**src/rtl/fifo_pkg.sv**
```systemverilog
// Shared definitions for the threshold FIFO and the controller that sequences it:
// default geometry, threshold width and the controller's one-hot state encodings.
package fifo_pkg;

   localparam int FIFO_DEPTH      = 8;
   localparam int FIFO_ADDR_WIDTH = 3;
   localparam int FIFO_DATA_WIDTH = 10;
   localparam int THRESH_WIDTH    = 3;

   // The controller walks RESET -> INIT -> IDLE -> ACTIVE and enables the FIFOs in ACTIVE.
   typedef enum logic [3:0] {
      RESET  = 4'b0001,
      INIT   = 4'b0010,
      IDLE   = 4'b0100,
      ACTIVE = 4'b1000
   } ctrl_state_t;

endpackage

```
**src/rtl/fifo_mem.sv**
```systemverilog
// DEPTH x DATA_WIDTH register file: synchronous write port, asynchronous read port.
// Contents are deliberately not reset; occupancy tracking lives in the FIFO control.
module fifo_mem
   import fifo_pkg::*;
#(
   parameter int DATA_WIDTH = FIFO_DATA_WIDTH,
   parameter int DEPTH      = FIFO_DEPTH,
   parameter int ADDR_WIDTH = FIFO_ADDR_WIDTH
) (
   input  logic                  clk,
   input  logic                  write_en,
   input  logic [ADDR_WIDTH-1:0] write_addr,
   input  logic [DATA_WIDTH-1:0] write_data,
   input  logic [ADDR_WIDTH-1:0] read_addr,
   output logic [DATA_WIDTH-1:0] read_data
);

   logic [DATA_WIDTH-1:0] mem [DEPTH];

   always_ff @(posedge clk) begin
      if (write_en) begin
         mem[write_addr] <= write_data;
      end
   end

   assign read_data = mem[read_addr];

endmodule

```
**src/rtl/fifo_threshold.sv**
```systemverilog
// Single-clock FIFO with programmable almost-full / almost-empty levels and a sticky
// overflow/underflow error; occupancy is held in an explicit count register.
module fifo_threshold
   import fifo_pkg::*;
#(
   parameter int DATA_WIDTH = FIFO_DATA_WIDTH,
   parameter int DEPTH      = FIFO_DEPTH,
   parameter int ADDR_WIDTH = FIFO_ADDR_WIDTH
) (
   input  logic                    clk,
   input  logic                    reset,
   input  logic                    reset_L,
   input  logic [THRESH_WIDTH-1:0] sup_threshold,
   input  logic [THRESH_WIDTH-1:0] inf_threshold,
   input  logic                    push,
   input  logic [DATA_WIDTH-1:0]   data_in,
   input  logic                    pop,
   output logic [DATA_WIDTH-1:0]   data_out,
   output logic                    valid_out,
   output logic [ADDR_WIDTH:0]     count,
   output logic                    empty,
   output logic                    full,
   output logic                    almost_full,
   output logic                    almost_empty,
   output logic                    error
);

   localparam logic [ADDR_WIDTH:0] FULL_COUNT = (ADDR_WIDTH+1)'(DEPTH);

   logic [ADDR_WIDTH-1:0] wr_ptr;
   logic [ADDR_WIDTH-1:0] rd_ptr;
   logic [DATA_WIDTH-1:0] rd_word;
   logic                  clear;
   logic                  pop_ok;
   logic                  push_ok;
   logic                  overflow;
   logic                  underflow;

   // A pop frees a slot in the same cycle, so a full FIFO can still take a push alongside it.
   always_comb begin
      clear     = reset | ~reset_L;
      pop_ok    = pop && (count != '0);
      push_ok   = push && ((count < FULL_COUNT) || pop_ok);
      overflow  = push && (count == FULL_COUNT) && !pop_ok;
      underflow = pop && (count == '0);
   end

   fifo_mem #(
      .DATA_WIDTH (DATA_WIDTH),
      .DEPTH      (DEPTH),
      .ADDR_WIDTH (ADDR_WIDTH)
   ) u_mem (
      .clk        (clk),
      .write_en   (push_ok & ~clear),
      .write_addr (wr_ptr),
      .write_data (data_in),
      .read_addr  (rd_ptr),
      .read_data  (rd_word)
   );

   always_ff @(posedge clk) begin
      if (clear) begin
         wr_ptr    <= '0;
         rd_ptr    <= '0;
         count     <= '0;
         data_out  <= '0;
         valid_out <= 1'b0;
         error     <= 1'b0;
      end else begin
         valid_out <= pop_ok;
         if (push_ok) begin
            wr_ptr <= wr_ptr + 1'b1;
         end
         if (pop_ok) begin
            data_out <= rd_word;
            rd_ptr   <= rd_ptr + 1'b1;
         end
         if (push_ok && !pop_ok) begin
            count <= count + 1'b1;
         end else if (pop_ok && !push_ok) begin
            count <= count - 1'b1;
         end
         if (overflow || underflow) begin
            error <= 1'b1;
         end
      end
   end

   // Flags follow threshold changes immediately, so they stay combinational off count.
   assign empty        = (count == '0);
   assign full         = (count == FULL_COUNT);
   assign almost_full  = (count >= (ADDR_WIDTH+1)'(sup_threshold));
   assign almost_empty = (count <= (ADDR_WIDTH+1)'(inf_threshold));

endmodule

```
**config.mk**
```make
export PLATFORM = sky130hd
export DESIGN_NAME = fifo_threshold
export DESIGN_NICKNAME = d
export VERILOG_FILES = /design/src/rtl/fifo_pkg.sv /design/src/rtl/fifo_mem.sv /design/src/rtl/fifo_threshold.sv
export SDC_FILE = /design/constraint.sdc
export NUM_CORES = 1
export LEC_CHECK = 0
export ABC_AREA = 1
export BUFFER_PORTS_ARGS = -buffer_cell sky130_fd_sc_hd__buf_2
export CORE_ASPECT_RATIO = 2
export CORE_MARGIN = 4
export CORE_UTILIZATION = 54
export DETAILED_ROUTE_END_ITERATION = 8
export MAX_ROUTING_LAYER = met4
export PLACE_DENSITY = 0.76
export SLEW_MARGIN = 20
export SYNTH_ARGS = -nofsm -noshare
export SYNTH_HDL_FRONTEND = slang
export SYNTH_HIERARCHICAL = 1
export SYNTH_SLANG_ARGS = --single-unit
```
**constraint.sdc**
```tcl
create_clock -name clk -period 2.1 [get_ports clk]
set_clock_uncertainty 0.2 [all_clocks]
set_input_delay 0.42 -clock clk [delete_from_list [all_inputs] [get_ports clk]]
set_output_delay 0.42 -clock clk [all_outputs]
set_load 0.01 [all_outputs]
```
==> reports/summary.txt <==
Horiz. Die Dim = 74.8 um
Number of placed cells counting well taps = 678
Highest fanout seen on the critical path = 3
Clock latency at the later pin of the worst-skew pair = 0.34 ns
Setup CP Type = flip-flop to primary output
Clk slew on worst S/H paths = 0.06 ns
Total number of vias = 3,559
Overall track demand over capacity in global routing = 22.0%
Number of clock buffers inserted by TritonCTS = 9
Placer's final routability congestion estimate = 0.891
Launching point of the worst reg2reg path = count[1]$_SDFFE_PP0P_
Count of clock tree sinks = 102
Remaining antenna violation count after routing = 0
Total Nets Final = 629
PnR worst setup slack = -0.00350 ns
Slew at the pin closest to its max-slew limit = 0.397 ns
Setup repair after global routing missed its margin = true
CP arrival = 1.48 ns
Gate count of the mapped netlist = 522
Overall die area = 10,600 sq um
Count of antenna diodes in the layout = 0
Highest achievable clock rate = 0.475 GHz
Power per standard cell area = 790 nW/um^2
Count of pins over their slew limit = 0
Floorplan row count = 48
Post-detailed-route DRC marker count = 0
Mean routed wirelength per cell = 15.2 um
Total power of the final layout = 0.00453 W
Status = finished, violations left
Max-cap violations = 0
WP buf/inv = 2
HP Start = data_in[4]
Violated checks = setup timing
First drt pass iteration count = 5
Worst endpoint required time = 1.48 ns
Global-route wire length before repair = 16.6 mm
Post-Synthesis Cell Area = 4820 sq um
Clock tree root driver cell = clkbuf_16
Worst stage delay on the critical path = 0.36 ns
Post-route fraction of the period consumed by the critical path = 100%
Relative slew slack = 73.5%
Hold Fails Final Rpt = 0
Die height = 142 um
Worst path cell trace = buf_6 > ha_4 > a21boi_2 > o21ai_1 > nand2_1 > buf_2
Via count of the first global-routing pass = 3,445
Total number of cells along the worst setup path = 6
Largest net degree at the start of global routing = 41
End-of-flow core utilization = 66.2%
Detailed-placement wirelength estimate = 7.40 mm
Static leakage power = 2.68 nW
Maximum buffer depth of the clock tree = 2
Cell with the largest stage delay on the worst path = dfxtp_2
Level count of the clock H-tree = 3
WHS Path Cells = 1
Starting DRT DRC Count = 248
Starting density of the core = 55.7%
I/O Buffers = 40
CP startpoint kind = flip-flop
Syn nets = 555
Worst IR drop on VDD = 0.790 mV
Total setup violations reported at the end of the flow = 1
Origin of the worst setup path = count[1]$_SDFFE_PP0P_
Count of distinct cell types in the synthesized netlist = 26
Syn-to-layout area delta = 18.9%
Worst Reg-to-Reg Cells = 16
Minimum clock period = 2.10 ns
Mean instance size in the synthesized netlist = 9.23 sq um
Worst setup EP type = primary output
Post-synthesis sequential area ratio = 59.0%
Global-route congestion overflow total = 0
Delay-heaviest family, CP = flip-flops
Cts hold-fix bufs = 0
Placeable core region = 8650 sq um
Number of top-level pins = 41
Fin cells = 701
Initial antenna violation count = 0
Worst min-delay path category = primary input to flip-flop
WL final = 10.7 mm
Synthesis-stage register bit count = 102
TritonCTS clock tree = built
Fraction of final layout cells with drive strength greater than 1 = 22.5%
Vias per Instance = 5.08
YS warnings = 6
[layout by cell type (no fill, tap or decap), types with 3 or more instances in the layout]
master and instances:
buf_2 40, nand2_2 13, edfxtp_1 80, nand2_1 153
clkbuf_1 4, buf_6 5, o21ai_1 4, clkbuf_16 9
inv_2 3, buf_4 35, nand3_1 56, nand2_4 4
ha_1 5, dfxtp_1 18, a21oi_1 19, inv_1 99
ha_4 6, nor2_1 19, dfxtp_2 4
[stage by stage]
stage          hold WS (ns)  setup TNS [ns]  area, sq um  setup slack, ns
4_1_cts               0.146         -0.0193         5620          -0.0193
2_1_floorplan         0.268          -10.96         4820           -0.142
6_report              0.154        -0.00350         5730         -0.00350
5_1_grt               0.155          -0.149         5730          -0.0616
3_5_place_dp          0.250          -0.151         5260           -0.106
3_3_place_gp          0.250         -0.0963         5260          -0.0769
[power breakdown]
group          internal (W)  total, W  switching (W)  leakage [nW]
clock              0.000868   0.00151       0.000638         0.134
combinational      0.000327  0.000781       0.000453          1.64
sequential          0.00221   0.00224      0.0000259         0.901
[cell type report]
class | instances | area, sq um
fill | 683 | 2920
sequential | 102 | 2850
multi-input combinational | 295 | 1530
timing repair buffer | 81 | 539
inverter | 107 | 414
clock buffer | 15 | 268
tap | 100 | 125
clock inverter | 1 | 5.00
[metal layers]
metal	routed length [um]	GRT usage (%)	up-vias
li1	-	-	1779
met1	3820	23.0	1650
met2	5980	38.7	103
met3	444	3.83	27
met4	418	10.2	0
met5	0	-	-
[synth_stat cells]
master / instances / share of area, %
dfxtp_1: 22 / 9.1
buf_8: 2 / 0.62
o21ai_0: 6 / 0.62
buf_4: 5 / 0.78
nand2_1: 157 / 12
edfxtp_1: 80 / 50
nor2_2: 1 / 0.13
nor2_4: 2 / 0.47
nand4_1: 1 / 0.13
nand3_1: 58 / 6.0
a21oi_1: 20 / 2.1
nor4_1: 1 / 0.13
nor2_1: 19 / 1.5
inv_6: 1 / 0.18
buf_2: 6 / 0.62
nand2_2: 10 / 1.3
buf_6: 5 / 1.2
xor2_1: 2 / 0.36
nand3b_1: 1 / 0.16
or2_2: 1 / 0.13
a21boi_0: 1 / 0.16
nand2_4: 3 / 0.70
clkinv_1: 2 / 0.16
ha_1: 11 / 2.9
inv_1: 104 / 8.1
fa_1: 1 / 0.42
[worst paths after layout]
path | to | slack (ns)
worst min register to register | data_out[4]$_SDFFE_PP0P_ | 0.26
worst max register to register | count[3]$_SDFFE_PP0P_ | 0.06
worst max-delay path | almost_full | -0.003
worst min-delay path | u_mem/mem[0][4]$_DFFE_PP_ | 0.15
[cells by family (layout without fill, tap and decap cells)]
kind of cell,after synthesis,count (layout),synth area share [%]
AOI/OAI and AO/OA,27,27,2.86
xor gates and xnor gates,2,2,0.364
adders and majority gates,12,12,3.27
buffers and inverters,125,204,11.6
DFF,102,102,59.0
and+or+nand+nor,254,254,22.9
[worst register-to-register path: stages, from the launching register on]
cell	delay [ns]
dfxtp_2	0.34
nor2_4	0.14
nand2_4	0.07
nand2_4	0.09
nand2_4	0.06
nand2_4	0.06
inv_2	0.04
ha_4	0.16
inv_4	0.06
buf_6	0.10
ha_1	0.22
nand2_1	0.07
nand2_2	0.07
nand3_2	0.08
nand3_1	0.08
nand2_1	0.06
inv_1	0.03
[registers in the layout (all words and copies together), names as in the netlist]
register	flops
u_mem/mem	80
data_out	10
count	4
rd_ptr	3
wr_ptr	3
error	1
valid_out	1
[repair_timing]
action,CTS,global route
gates resized for setup,14,22
setup buffers,2,5
endpoints found under the setup margin,4,5
pin swaps,2,11
Power figures use the tool's default switching activity.
